## config.mk

```make
export PLATFORM = sky130hd
export DESIGN_NAME = libar_key_ctrl
export DESIGN_NICKNAME = d
export VERILOG_FILES = /design/src/rtl/libar_key_ctrl.sv
export SDC_FILE = /design/constraint.sdc
export NUM_CORES = 1
export LEC_CHECK = 0
export BUFFER_PORTS_ARGS = -buffer_cell sky130_fd_sc_hd__buf_2
export CAP_MARGIN = 20
export CORE_MARGIN = 8
export CORE_UTILIZATION = 48
export DETAILED_ROUTE_END_ITERATION = 7
export GPL_ROUTABILITY_DRIVEN = 0
export PLACE_DENSITY = 0.78
export SLEW_MARGIN = 40
export SYNTH_ARGS = -nofsm -noshare
export SYNTH_HDL_FRONTEND = slang
export SYNTH_SLANG_ARGS = --single-unit
```

## constraint.sdc

```tcl
create_clock -name clk -period 1.5 [get_ports clk]
set_input_delay 0.15 -clock clk [delete_from_list [all_inputs] [get_ports clk]]
set_output_delay 0.15 -clock clk [all_outputs]
set_load 0.1 [all_outputs]
```

## src/rtl/libar_key_ctrl.sv

```systemverilog
// libar_key_ctrl
//   Synchronous replacement for the per-bit LIBAR latch used in locked
//   netlists. It loads an NCH-bit key serially (LSB = channel 0 first) and
//   then arms NCH channels. In the armed state, channel i copies key bit i into
//   lib[i] on a rising edge of trig[i]. That edge is detected against a
//   registered copy of trig.
//   The decrypted outputs are d_out = d_enc ^ lib ^ XNOR_MASK.
//
// Optional feature:
//   LIBAR_PARITY_EN - each load carries one extra trailing even-parity bit.
//     A mismatch enters ERROR, raises key_err and clears lib.
//
// Ports:
//   clk        system clock, rising edge
//   rst_n      synchronous active-low reset
//   key_load   start / restart a serial key load
//   key_valid  key_sdi is valid this cycle
//   key_sdi    serial key bit, channel 0 first
//   trig       per-channel trigger level
//   d_enc      encrypted channel signals
//   d_out      decrypted channel signals (combinational from d_enc)
//   key_ready  high while armed (registered)
//   key_err    parity error flag (registered, 0 without the parity feature)
//   cap_cnt    saturating count of cycles with at least one accepted capture
module libar_key_ctrl #(
  parameter int             NCH       = 8,
  parameter logic [NCH-1:0] XNOR_MASK = {NCH{1'b0}},
  parameter int             CNTW      = 8
) (
  input  logic            clk,
  input  logic            rst_n,
  input  logic            key_load,
  input  logic            key_valid,
  input  logic            key_sdi,
  input  logic [NCH-1:0]  trig,
  input  logic [NCH-1:0]  d_enc,
  output logic [NCH-1:0]  d_out,
  output logic            key_ready,
  output logic            key_err,
  output logic [CNTW-1:0] cap_cnt
);

`ifdef LIBAR_PARITY_EN
  localparam int NBITS = NCH + 1;
`else
  localparam int NBITS = NCH;
`endif
  localparam int            CW   = $clog2(NBITS + 1);
  localparam logic [CW-1:0] LAST = CW'(NBITS - 1);

  typedef enum logic [1:0] {
    IDLE  = 2'd0,
    SHIFT = 2'd1,
    ARMED = 2'd2
`ifdef LIBAR_PARITY_EN
    , ERROR = 2'd3
`endif
  } state_t;

  state_t          state_reg;
  logic [CW-1:0]   bit_cnt_reg;
  logic [NCH-1:0]  key_reg;
  logic [NCH-1:0]  lib_reg;
  logic [NCH-1:0]  trig_q;
  logic [CNTW-1:0] cap_cnt_reg;
  logic            key_ready_reg;
  logic            key_err_reg;

  logic [NCH-1:0]  rise;
  logic            cap_any;

  // trig_q follows trig in every state, so a trigger that is already high
  // when ARMED is entered shows no edge until it falls and rises again.
  assign rise    = trig & ~trig_q;
  assign cap_any = (state_reg == ARMED) && (|rise);

  always_ff @(posedge clk) begin
    if (!rst_n) begin
      state_reg     <= IDLE;
      bit_cnt_reg   <= '0;
      key_reg       <= '0;
      lib_reg       <= '0;
      trig_q        <= '0;
      cap_cnt_reg   <= '0;
      key_ready_reg <= 1'b0;
      key_err_reg   <= 1'b0;
    end else begin
      trig_q <= trig;

      if (cap_any && (cap_cnt_reg != {CNTW{1'b1}}))
        cap_cnt_reg <= cap_cnt_reg + 1'b1;

      case (state_reg)
        IDLE: begin
          if (key_load) begin
            state_reg   <= SHIFT;
            bit_cnt_reg <= '0;
          end
        end

        SHIFT: begin
          // key_load wins over a simultaneous key_valid, and that bit is dropped.
          if (key_load) begin
            bit_cnt_reg <= '0;
          end else if (key_valid) begin
`ifdef LIBAR_PARITY_EN
            if (bit_cnt_reg == LAST) begin
              // The trailing bit makes the total number of ones even.
              if (key_sdi == ^key_reg) begin
                state_reg     <= ARMED;
                key_ready_reg <= 1'b1;
              end else begin
                state_reg   <= ERROR;
                key_err_reg <= 1'b1;
                lib_reg     <= '0;
              end
            end else begin
              key_reg     <= {key_sdi, key_reg[NCH-1:1]};
              bit_cnt_reg <= bit_cnt_reg + 1'b1;
            end
`else
            key_reg     <= {key_sdi, key_reg[NCH-1:1]};
            bit_cnt_reg <= bit_cnt_reg + 1'b1;
            if (bit_cnt_reg == LAST) begin
              state_reg     <= ARMED;
              key_ready_reg <= 1'b1;
            end
`endif
          end
        end

        ARMED: begin
          // Captures still happen on the cycle key_load arrives.
          // lib keeps its value while a new key loads.
          lib_reg <= (lib_reg & ~rise) | (key_reg & rise);
          if (key_load) begin
            state_reg     <= SHIFT;
            bit_cnt_reg   <= '0;
            key_ready_reg <= 1'b0;
          end
        end

`ifdef LIBAR_PARITY_EN
        ERROR: begin
          lib_reg <= '0;
          if (key_load) begin
            state_reg   <= SHIFT;
            bit_cnt_reg <= '0;
            key_err_reg <= 1'b0;
          end
        end
`endif

        default: state_reg <= IDLE;
      endcase
    end
  end

  for (genvar gi = 0; gi < NCH; gi++) begin : g_unlock
    assign d_out[gi] = d_enc[gi] ^ lib_reg[gi] ^ XNOR_MASK[gi];
  end

  assign key_ready = key_ready_reg;
  assign key_err   = key_err_reg;
  assign cap_cnt   = cap_cnt_reg;

endmodule

```

==> flow_summary.ini <==
[route]
wl_per_cell_um = 12.8
vias_per_cell = 5.02
drc_errors = 0
drtAntennaViolNets = 0
drt_pre_antenna_iters = 4
vias = 1452
dr.first_iter.drc_count = 108
drt_wl_total_mm = 3.71

[setup_path]
path_class = flip-flop to flip-flop
cp.arrival_ns = 1.65
ff2ff_setup_slack_ns = 0.07
worst_setup_path_end_kind = flip-flop
cp_slowest_cell = or4_1
reg2reg_from = cap_cnt[4]
rr_worst_depth = 5
cp_max_fo = 7
reg2reg_to = cap_cnt[4]
required_ns = 1.71
slowest_delay_ns = 0.50
path_buf_inv = 0
startpoint_type = flip-flop
worstPathCellList = and3_1 > nand2_2 > nor2_2 > or4_1 > a21boi_1
cp_top_family = simple AND/OR/NAND/NOR gates

[synth]
ys_types = 39
synth_top_flop_cell = dfxtp_1
synth_fp_nets = 222
synth_cells = 199
synth_edf_count = 0
async_flop_share = 0
yosysWarnings = 0
synth.avg_cell_area_sq_um = 9.03
synth_seq_cells = 39
seq_area_frac_synth = 0.435
syn-cell-area_sq_mm = 0.00180

[global_routing]
top_usage_layer = met2
met2_usage = 0.213
grt_start_max_net_pins = 22
grt_use_met1 = 0.150
grt.overflow.total = 0
grt_pass1_wl_mm = 6.41
gr-usage-met3 = 0.0431
grtUsageTotal = 0.129
first_global_vias = 1413
antenna_found_initial = 0

[cells_and_area]
syn2layout_area_growth_pct = 23.7
drive_gt1_frac = 0.303
layout_common_cells = buf_2, dfxtp_1, nand2_1
instances_no_fill = 289
diodes = 0
final_common_cell = buf_2
nets = 263
fill_cells = 333

[sta]
fin_crit_ns = 1.43
finalSetupViolCount = 0
fin_skew_ns = 0.00206
hold_viol = 0
rsz0062_at_grt = false
maxSlewViolCount = 0
fmax_mhz = 697
period_share = 0.956
worst_slack_ns = 0.0656

[placed_design]
placedCellCount = 281
port-buffer-count = 37
pre_cts_slack_ns = 0.0677
dpl.hpwl_mm = 2.78

[floorplanning]
start_util = 0.494
num_io_pins = 39
rows = 22
dieArea_sq_mm = 0.00596
die_w_um = 77.2
die_y_um = 77.2
core-area_sq_mm = 0.00363

[power_and_ir_drop]
power_density_mw_per_mm2 = 882
leakagePower_nw = 0.855
power.total_w = 0.00196
ir_drop_mv = 0.449

[worst_hold_path]
worstHoldStart = trig[3]
hp-class = input pin to flip-flop
hold_depth = 2
hold_path_end = trig_q[3]

[clock_tree]
cts_buffers = 5
insertion_delay_ns = 0.28
cts_sinks = 39
cts.reportedPaths.clkPinSlew_ns = 0.07
cts-root-buf = clkbuf_8
cts_buffer_depth = 2
cts_max_level = 2
cts_tree = yes

[run]
max_cap_violations = 0

[status]
status = complete, no violations
[final cells by class]
type	count	area [sq um]	area share
Tap cell	48	60.1	0.0270
Clock inverter	1	5.00	0.00225
Timing Repair Buffer	43	230	0.104
Clock buffer	7	76.3	0.0343
Multi-Input combinational cell	150	1040	0.468
Sequential cell	39	806	0.363
Inverter	1	3.75	0.00169
[stage by stage]
stage / utilization / cell area, sq um / setup TNS [ns] / hold WS, ns
after floorplan: - / 1880 / -0.0303 / 0.244
after global placement: 0.586 / 2130 / 0 / 0.367
after detailed placement: 0.586 / 2130 / 0 / 0.371
after CTS: 0.609 / 2210 / 0 / 0.0681
after global routing: 0.612 / 2220 / 0 / 0.0764
final: 0.612 / 2220 / 0 / 0.0749
[power breakdown]
| part | internal [W] | switching [W] |
|---|---|---|
| sequential | 0.00104 | 0.00000474 |
| combinational | 0.0000734 | 0.000169 |
| clock | 0.000326 | 0.000347 |
[cell usage after synthesis (2+ instances only)]
master / count / area [sq um]
clkbuf_1: 5 / 18.8
nor4_1: 3 / 18.8
and2_1: 9 / 56.3
ha_1: 2 / 25.0
nand2b_1: 12 / 75.1
a21oi_1: 5 / 25.0
o31ai_1: 2 / 15.0
nor2b_1: 12 / 75.1
nand3_1: 5 / 25.0
a21boi_0: 8 / 60.1
mux2i_1: 13 / 130
nand4_2: 2 / 25.0
a21boi_1: 2 / 15.0
or4_1: 2 / 15.0
xor2_1: 8 / 70.1
nand4b_1: 2 / 17.5
o21ai_0: 3 / 15.0
and3_1: 2 / 12.5
nor2_1: 13 / 48.8
dfxtp_1: 39 / 781
o21a_1: 2 / 15.0
buf_2: 2 / 10.0
nand2_1: 28 / 105
nor3_1: 2 / 10.0
buf_4: 2 / 15.0
[worst max-delay path by stage]
stage,cells past startpoint,end,slack (ns),startpoint
after floorplan,5,cap_cnt[4],-0.03,cap_cnt[0]
after global placement,5,cap_cnt[4],0.11,cap_cnt[0]
after detailed placement,5,cap_cnt[4],0.07,cap_cnt[0]
after CTS,5,cap_cnt[4],0.04,cap_cnt[0]
after global routing,5,cap_cnt[4],0.006,cap_cnt[4]
final,5,cap_cnt[4],0.07,cap_cnt[4]
[worst reg2reg max path: cells and delay by family, from the launching register on]
kind	cells	cell delay (ns)
compound gates	1	0.14
flops	1	0.35
simple gates	4	0.87
[routing by layer]
layer  part of all wire  vias up
met5                  0        -
met4             0.0086        0
met3              0.044        4
met2               0.48       27
met1               0.46      672
li1                   -      749
[cell families (layout without fill, tap and decap cells)]
| logic type | count (synthesis) | after routing | synth area share |
|---|---|---|---|
| adders and majority gates | 2 | 2 | 0.0139 |
| muxes | 13 | 13 | 0.0724 |
| other | 1 | 1 | 0.00209 |
| buffers and inverters | 10 | 52 | 0.0265 |
| xor gates and xnor gates | 8 | 8 | 0.0390 |
| AOI/OAI and AO/OA | 30 | 30 | 0.124 |
| and+or+nand+nor | 96 | 96 | 0.288 |
| DFF | 39 | 39 | 0.435 |
[timing repair]
action | in CTS | in global routing
gates resized for setup | 0 | 1
setup buffers | 0 | 0
hold buffers | 0 | 0
endpoints found under the setup margin | 0 | 2
Power figures use the tool's default switching activity.
